==> config.mk <==
export PLATFORM = sky130hd
export DESIGN_NAME = seq_muldiv_unit_flat
export DESIGN_NICKNAME = d
export VERILOG_FILES = /design/src/rtl/seq_muldiv_unit_if.sv /design/src/rtl/seq_muldiv_unit.sv /design/src/flat_wrapper.sv
export SDC_FILE = /design/constraint.sdc
export NUM_CORES = 1
export LEC_CHECK = 0
export CAP_MARGIN = 20
export CORE_ASPECT_RATIO = 0.9
export CORE_MARGIN = 4
export CORE_UTILIZATION = 29
export DETAILED_ROUTE_END_ITERATION = 16
export SYNTH_ARGS = -nofsm -noshare
export SYNTH_HDL_FRONTEND = slang
export SYNTH_SLANG_ARGS = --single-unit
==> constraint.sdc <==
create_clock -name clk -period 7.46 [get_ports clk]
set_clock_uncertainty 0.1 [all_clocks]
set_input_delay 1.492 -clock clk [delete_from_list [all_inputs] [get_ports clk]]
set_output_delay 1.492 -clock clk [all_outputs]
set_load 0.02 [all_outputs]
==> src/rtl/seq_muldiv_unit_if.sv <==
// Request/result bundle for the iterative multiply/divide engine.
// The core side drives i_* (master); the engine drives o_* (slave).
interface muldiv_if #(
  parameter int WIDTH = 32
);
  logic             i_start;
  logic [2:0]       i_op;
  logic [WIDTH-1:0] i_a;
  logic [WIDTH-1:0] i_b;
  logic             o_busy;
  logic             o_done;
  logic [WIDTH-1:0] o_result_lo;
  logic [WIDTH-1:0] o_result_hi;
  logic [1:0]       o_flags;
  logic             o_divz;

  modport master (
    output i_start, i_op, i_a, i_b,
    input  o_busy, o_done, o_result_lo, o_result_hi, o_flags, o_divz
  );

  modport slave (
    input  i_start, i_op, i_a, i_b,
    output o_busy, o_done, o_result_lo, o_result_hi, o_flags, o_divz
  );
endinterface

==> src/rtl/seq_muldiv_unit.sv <==
// Shared iterative engine for MUL/UMULL/SMULL/UDIV/SDIV: one bit per cycle,
// with sign handling done once before (PREP) and once after (FIX) the loop.
module seq_muldiv_unit #(
  parameter int WIDTH = 32
) (
  input  logic     clk,
  input  logic     rst,
  muldiv_if.slave  bus
);
  localparam int CW = $clog2(WIDTH);

  localparam logic [2:0] OP_MUL   = 3'b000;
  localparam logic [2:0] OP_UMULL = 3'b001;
  localparam logic [2:0] OP_SMULL = 3'b010;
  localparam logic [2:0] OP_UDIV  = 3'b011;
  localparam logic [2:0] OP_SDIV  = 3'b100;

  typedef enum logic [1:0] {S_IDLE, S_PREP, S_ITER, S_FIX} state_t;

  state_t             r_state;
  state_t             w_state_next;
  logic [2:0]         r_op;
  logic [WIDTH-1:0]   r_a;
  logic [WIDTH-1:0]   r_b;
  logic [CW-1:0]      r_cnt;
  logic [2*WIDTH-1:0] r_acc;
  logic               r_neg;
  logic               r_rem_neg;
  logic               r_divz_pend;
  logic               r_busy;
  logic               r_done;
  logic [WIDTH-1:0]   r_res_lo;
  logic [WIDTH-1:0]   r_res_hi;
  logic [1:0]         r_flags;
  logic               r_divz;

  logic               w_is_div;
  logic               w_is_signed;
  logic               w_is_long;
  logic               w_valid_op;
  logic               w_short_path;
  logic               w_last_iter;
  logic               w_sign_a;
  logic               w_sign_b;
  logic [WIDTH-1:0]   w_mag_a;
  logic [WIDTH-1:0]   w_mag_b;
  logic [WIDTH:0]     w_mul_sum;
  logic [2*WIDTH-1:0] w_mul_step;
  logic [WIDTH:0]     w_div_trial;
  logic [2*WIDTH-1:0] w_div_step;
  logic [2*WIDTH-1:0] w_prod_neg;
  logic [WIDTH-1:0]   w_res_lo;
  logic [WIDTH-1:0]   w_res_hi;
  logic [1:0]         w_flags;

  assign w_is_div     = (r_op == OP_UDIV) || (r_op == OP_SDIV);
  assign w_is_signed  = (r_op == OP_SMULL) || (r_op == OP_SDIV);
  assign w_is_long    = (r_op == OP_UMULL) || (r_op == OP_SMULL);
  assign w_valid_op   = (r_op <= OP_SDIV);
  assign w_short_path = !w_valid_op || (w_is_div && (r_b == '0));
  assign w_last_iter  = (r_cnt == CW'(WIDTH - 1));

  assign w_sign_a = w_is_signed & r_a[WIDTH-1];
  assign w_sign_b = w_is_signed & r_b[WIDTH-1];
  assign w_mag_a  = w_sign_a ? ({WIDTH{1'b0}} - r_a) : r_a;
  assign w_mag_b  = w_sign_b ? ({WIDTH{1'b0}} - r_b) : r_b;

  // Multiply: acc = {partial, multiplier}; add multiplicand into the top half, shift right.
  assign w_mul_sum  = {1'b0, r_acc[2*WIDTH-1:WIDTH]} +
                      (r_acc[0] ? {1'b0, r_a} : {(WIDTH+1){1'b0}});
  assign w_mul_step = {w_mul_sum, r_acc[WIDTH-1:1]};

  // Restoring divide: acc = {remainder, dividend/quotient}; shift left, trial subtract.
  assign w_div_trial = r_acc[2*WIDTH-1:WIDTH-1] - {1'b0, r_b};
  assign w_div_step  = w_div_trial[WIDTH] ? {r_acc[2*WIDTH-2:0], 1'b0}
                                          : {w_div_trial[WIDTH-1:0], r_acc[WIDTH-2:0], 1'b1};

  assign w_prod_neg = {(2*WIDTH){1'b0}} - r_acc;

  always_comb begin
    w_res_lo = '0;
    w_res_hi = '0;
    case (r_op)
      OP_MUL: begin
        w_res_lo = r_acc[WIDTH-1:0];
      end
      OP_UMULL: begin
        {w_res_hi, w_res_lo} = r_acc;
      end
      OP_SMULL: begin
        {w_res_hi, w_res_lo} = r_neg ? w_prod_neg : r_acc;
      end
      OP_UDIV: begin
        {w_res_hi, w_res_lo} = r_acc;
      end
      OP_SDIV: begin
        w_res_lo = r_neg     ? ({WIDTH{1'b0}} - r_acc[WIDTH-1:0])       : r_acc[WIDTH-1:0];
        w_res_hi = r_rem_neg ? ({WIDTH{1'b0}} - r_acc[2*WIDTH-1:WIDTH]) : r_acc[2*WIDTH-1:WIDTH];
      end
      default: begin
        w_res_lo = '0;
        w_res_hi = '0;
      end
    endcase
    if (w_is_long) begin
      w_flags = {w_res_hi[WIDTH-1], ({w_res_hi, w_res_lo} == '0)};
    end else begin
      w_flags = {w_res_lo[WIDTH-1], (w_res_lo == '0)};
    end
  end

  always_comb begin
    w_state_next = r_state;
    case (r_state)
      S_IDLE: if (bus.i_start) w_state_next = S_PREP;
      S_PREP: w_state_next = w_short_path ? S_FIX : S_ITER;
      S_ITER: if (w_last_iter) w_state_next = S_FIX;
      S_FIX:  w_state_next = S_IDLE;
      default: w_state_next = S_IDLE;
    endcase
  end

  always_ff @(posedge clk or posedge rst) begin
    if (rst) begin
      r_state <= S_IDLE;
    end else begin
      r_state <= w_state_next;
    end
  end

  always_ff @(posedge clk or posedge rst) begin
    if (rst) begin
      r_op        <= '0;
      r_a         <= '0;
      r_b         <= '0;
      r_cnt       <= '0;
      r_acc       <= '0;
      r_neg       <= 1'b0;
      r_rem_neg   <= 1'b0;
      r_divz_pend <= 1'b0;
      r_busy      <= 1'b0;
      r_done      <= 1'b0;
      r_res_lo    <= '0;
      r_res_hi    <= '0;
      r_flags     <= '0;
      r_divz      <= 1'b0;
    end else begin
      r_done <= 1'b0;
      case (r_state)
        S_IDLE: begin
          if (bus.i_start) begin
            r_op   <= bus.i_op;
            r_a    <= bus.i_a;
            r_b    <= bus.i_b;
            r_cnt  <= '0;
            r_busy <= 1'b1;
          end
        end
        S_PREP: begin
          r_neg       <= 1'b0;
          r_rem_neg   <= 1'b0;
          r_divz_pend <= 1'b0;
          if (!w_valid_op) begin
            r_acc <= '0;
          end else if (w_is_div && (r_b == '0)) begin
            // Quotient 0, remainder = raw dividend, no sign fix-up.
            r_acc       <= {r_a, {WIDTH{1'b0}}};
            r_divz_pend <= 1'b1;
          end else begin
            r_a       <= w_mag_a;
            r_b       <= w_mag_b;
            r_neg     <= w_sign_a ^ w_sign_b;
            r_rem_neg <= w_sign_a;
            r_acc     <= w_is_div ? {{WIDTH{1'b0}}, w_mag_a} : {{WIDTH{1'b0}}, w_mag_b};
          end
        end
        S_ITER: begin
          r_acc <= w_is_div ? w_div_step : w_mul_step;
          r_cnt <= w_last_iter ? '0 : r_cnt + {{(CW-1){1'b0}}, 1'b1};
        end
        S_FIX: begin
          r_res_lo <= w_res_lo;
          r_res_hi <= w_res_hi;
          r_flags  <= w_flags;
          r_divz   <= r_divz_pend;
          r_done   <= 1'b1;
          r_busy   <= 1'b0;
        end
        default: ;
      endcase
    end
  end

  assign bus.o_busy      = r_busy;
  assign bus.o_done      = r_done;
  assign bus.o_result_lo = r_res_lo;
  assign bus.o_result_hi = r_res_hi;
  assign bus.o_flags     = r_flags;
  assign bus.o_divz      = r_divz;
endmodule
==> src/flat_wrapper.sv <==
// flat-port wrapper written by rule: the top's interface ports become plain ports
module seq_muldiv_unit_flat 
#(
  parameter int WIDTH = 32
)
  (clk, rst, bus_i_start, bus_i_op, bus_i_a, bus_i_b, bus_o_busy, bus_o_done, bus_o_result_lo, bus_o_result_hi, bus_o_flags, bus_o_divz);
  muldiv_if #(.WIDTH(WIDTH)) bus_i ();
  input  logic clk;
  input  logic rst;
  input wire logic [$bits(bus_i.i_start)-1:0] bus_i_start;
  input wire logic [$bits(bus_i.i_op)-1:0] bus_i_op;
  input wire logic [$bits(bus_i.i_a)-1:0] bus_i_a;
  input wire logic [$bits(bus_i.i_b)-1:0] bus_i_b;
  output wire logic [$bits(bus_i.o_busy)-1:0] bus_o_busy;
  output wire logic [$bits(bus_i.o_done)-1:0] bus_o_done;
  output wire logic [$bits(bus_i.o_result_lo)-1:0] bus_o_result_lo;
  output wire logic [$bits(bus_i.o_result_hi)-1:0] bus_o_result_hi;
  output wire logic [$bits(bus_i.o_flags)-1:0] bus_o_flags;
  output wire logic [$bits(bus_i.o_divz)-1:0] bus_o_divz;
  assign bus_i.i_start = bus_i_start;
  assign bus_i.i_op = bus_i_op;
  assign bus_i.i_a = bus_i_a;
  assign bus_i.i_b = bus_i_b;
  assign bus_o_busy = bus_i.o_busy;
  assign bus_o_done = bus_i.o_done;
  assign bus_o_result_lo = bus_i.o_result_lo;
  assign bus_o_result_hi = bus_i.o_result_hi;
  assign bus_o_flags = bus_i.o_flags;
  assign bus_o_divz = bus_i.o_divz;
  seq_muldiv_unit #(.WIDTH(WIDTH)) u_core (.clk(clk), .rst(rst), .bus(bus_i));
endmodule
==> flow_metrics.py <==
metrics = {
    "critical_path": {
        "critPathLaunchType": "register",
        "rrSetupSlack_ps": 2660,
        "reg2reg_from": "u_core.r_acc[32]$_DFFE_PP0P_",
        "crit_fanout": 49,
        "reg2reg_to": "u_core.r_acc[54]$_DFFE_PP0P_",
        "arrival_ps": 5130,
        "r2r_cells": 12,
        "cp.required_ps": 7790,
        "crit_type": "register to register",
        "endpoint_kind": "register",
    },
    "die": {
        "die_y_um": 243,
        "rows": 85,
        "core_area_um2": 60300,
        "fp.dieArea_um2": 65400,
        "ios": 139,
        "die_w_um": 269,
        "start_util": 0.295,
    },
    "cts": {
        "cts.path.max_buffers": 3,
        "numCtsBuffers": 27,
        "clkTransAtPathRegs_ps": 70,
        "cts_htree_levels": 1,
        "cts_resized": 0,
        "postCtsSetupBuffers": 0,
        "cts-root-buf": "clkbuf_16",
        "clk_latency_ps": 570,
        "cts_hold_buf": 0,
        "cts_tree": "done",
        "clock_sinks": 210,
    },
    "global_route": {
        "track_usage": 0.225,
        "grt_max_degree": 106,
        "first_global_vias": 17500,
        "grt_pass1_wl_um": 114000,
        "antenna_found_initial": 2,
        "grt_remaining_overflow": 0,
    },
    "logic_synthesis": {
        "yosys.area.top_type": "dfrtp_1",
        "postSynthNetCount": 2441,
        "synth-seq-cells": 210,
        "synth_edf_count": 0,
        "yosys-top-cells-count": "nand2_1, a21oi_1, dfrtp_1",
        "synth.distinct_cells": 82,
        "ys.warnings.count": 0,
        "yosysMostFrequentCell": "nand2_1",
        "syn-cell-area_um2": 17800,
        "synthCells": 2295,
        "async_flop_share": 1.00,
        "synth_flop_cell": "dfrtp_1",
        "synth.avg_cell_area_um2": 7.76,
        "synth_top_area_share": 0.295,
        "ys_seq_area_frac": 0.295,
        "synthTopCellsByArea": "dfrtp_1, a21oi_1, nand2_1, ha_1, o21ai_0",
    },
    "route": {
        "route.detailed.drc": 0,
        "vias": 18600,
        "ant_nets": 0,
        "wl_um": 77100,
        "drt_iter0_drc": 2153,
        "post_drt_wl_per_cell_um": 24.6,
        "vias_per_cell": 5.92,
        "dr.pass1.iters": 6,
    },
    "hold_path": {
        "hold_depth": 2,
        "min_from": "u_core.bus.o_result_lo[16]$_DFFE_PP0P_",
        "hp-class": "register to register",
        "hold_end": "u_core.bus.o_result_lo[16]$_DFFE_PP0P_",
    },
    "final_layout": {
        "final_nets": 2480,
        "multiInputGateArea_um2": 11700,
        "n_antenna_cell": 0,
        "seqCellArea_um2": 5260,
        "drive_gt1_frac": 0.0583,
        "num-fill-cells": 6245,
        "syn2layout_area_growth_pct": 16.7,
    },
    "sta": {
        "setup_viol": 0,
        "slew_violations": 0,
        "fmaxAchievable_mhz": 208,
        "tns_ps": 0,
        "grt_setup_unrepaired": "no",
        "period_share": 0.643,
        "hold_viol": 0,
        "worstMarginPinSlew_ps": 1060,
        "fin_crit_ps": 4800,
        "max-slew-margin-rel": 0.288,
    },
    "place": {
        "place_congestion": 0.979,
        "portBuffers": 138,
        "dp_hpwl_um": 58000,
    },
    "run": {
        "drv_cap": 0,
    },
    "pwr": {
        "power_mw": 11.7,
        "leakage_nw": 8.36,
        "powerDensity_nw_per_um2": 563,
        "ir_drop_v": 0.000269,
    },
    "outcome": {
        "outcome": "complete, no violations",
    },
}
-- sequential cells by signal (all words and copies together) (netlist names) --
| register | count |
|---|---|
| u_core.r_op | 3 |
| u_core.bus.o_busy | 1 |
| u_core.r_state | 2 |
| u_core.r_neg | 1 |
| u_core.bus.o_done | 1 |
| u_core.bus.o_flags | 2 |
| u_core.r_rem_neg | 1 |
| u_core.r_divz_pend | 1 |
| u_core.r_cnt | 5 |
| u_core.bus.o_divz | 1 |
| u_core.r_a | 32 |
| u_core.r_b | 32 |
| u_core.bus.o_result_hi | 32 |
| u_core.r_acc | 64 |
| u_core.bus.o_result_lo | 32 |
-- final cells by class --
type                       count  area share
clock buffer                  36      0.0370
multi-input combinational   1839       0.561
sequential                   210       0.253
tap                          783      0.0471
inverter                      83      0.0153
clock inverter                10     0.00638
timing repair buffer         173      0.0800
-- kinds of logic after synthesis --
family	count (synthesis)	share of synthesized area
multiplexers	75	0.0443
AND/OR/NAND/NOR	781	0.210
AO/OA/AOI/OAI	759	0.270
flip-flops	210	0.295
XOR/XNOR	148	0.0728
buffers and inverters	246	0.0531
adder cells (fa/ha/maj)	76	0.0542
-- critical path: stages (launching register included) --
cell and delay, ps:
dfrtp_1 570, inv_1 240, fa_1 480, nand2b_1 200
a21oi_1 290, o211ai_1 240, a2111oi_0 890, o211ai_1 220
nand4_1 130, buf_4 520, mux2_2 410, a221oi_1 260
a21oi_1 110
-- cells in the final DEF (no fill, tap or decap), drive strengths merged, types with 19 or more instances in the layout --
| master | instances |
|---|---|
| a21oi | 221 |
| buf | 35 |
| xor2 | 49 |
| clkbuf | 36 |
| nand3 | 59 |
| mux2 | 30 |
| nand2 | 256 |
| o31ai | 27 |
| nor2 | 188 |
| or3 | 20 |
| xnor2 | 99 |
| o22ai | 24 |
| o21ai | 191 |
| mux2i | 45 |
| inv | 81 |
| dfrtp | 210 |
| clkdlybuf4s50 | 138 |
| a211oi | 19 |
| and2 | 42 |
| nand2b | 25 |
| a31oi | 35 |
| nor3 | 55 |
| o211ai | 45 |
| a221oi | 23 |
| a221o | 20 |
| nor4 | 40 |
| ha | 74 |
| a21o | 27 |
-- how the worst max path moves through the flow --
| stage | from | endpoint | slack, ps |
|---|---|---|---|
| final | u_core.r_acc[32]$_DFFE_PP0P_ | u_core.r_acc[54]$_DFFE_PP0P_ | 2660 |
| after global routing | u_core.r_acc[31]$_DFFE_PP0P_ | u_core.r_acc[54]$_DFFE_PP0P_ | 2370 |
| after CTS | u_core.r_acc[32]$_DFFE_PP0P_ | u_core.r_acc[54]$_DFFE_PP0P_ | 2800 |
| after detailed placement | u_core.r_acc[31]$_DFFE_PP0P_ | u_core.r_acc[54]$_DFFE_PP0P_ | 2820 |
| after global placement | u_core.r_acc[31]$_DFFE_PP0P_ | u_core.r_acc[54]$_DFFE_PP0P_ | 2840 |
| after floorplan | rst | u_core.bus.o_busy$_DFFE_PP0P_ | 130 |
-- per-layer routing --
layer  routed length, um  track usage
met2               34400        0.360
met5                   0            0
met3                6580       0.0407
met1               33100        0.307
met4                2950       0.0727
-- stage by stage --
step / instances / util / setup slack (ps) / hold WS (ps) / instance area [um2]
after floorplan: 2295 / - / 130 / 340 / 17800
after global placement: 3087 / 0.329 / 2840 / 355 / 19900
final: 3134 / 0.345 / 2660 / 384 / 20800
after global routing: 3134 / 0.345 / 2370 / 395 / 20800
after CTS: 3133 / 0.344 / 2800 / 391 / 20800
after detailed placement: 3087 / 0.329 / 2820 / 375 / 19900
-- power breakdown --
group	internal, mW	leakage [nW]	switching, mW	total (mW)
Clock	0.820	0.450	0.547	1.37
Sequential	1.66	2.62	0.984	2.65
Combinational	2.78	5.29	4.92	7.70
Total	5.26	8.36	6.45	11.7
Note: power is estimated with default switching activity, not from simulation.
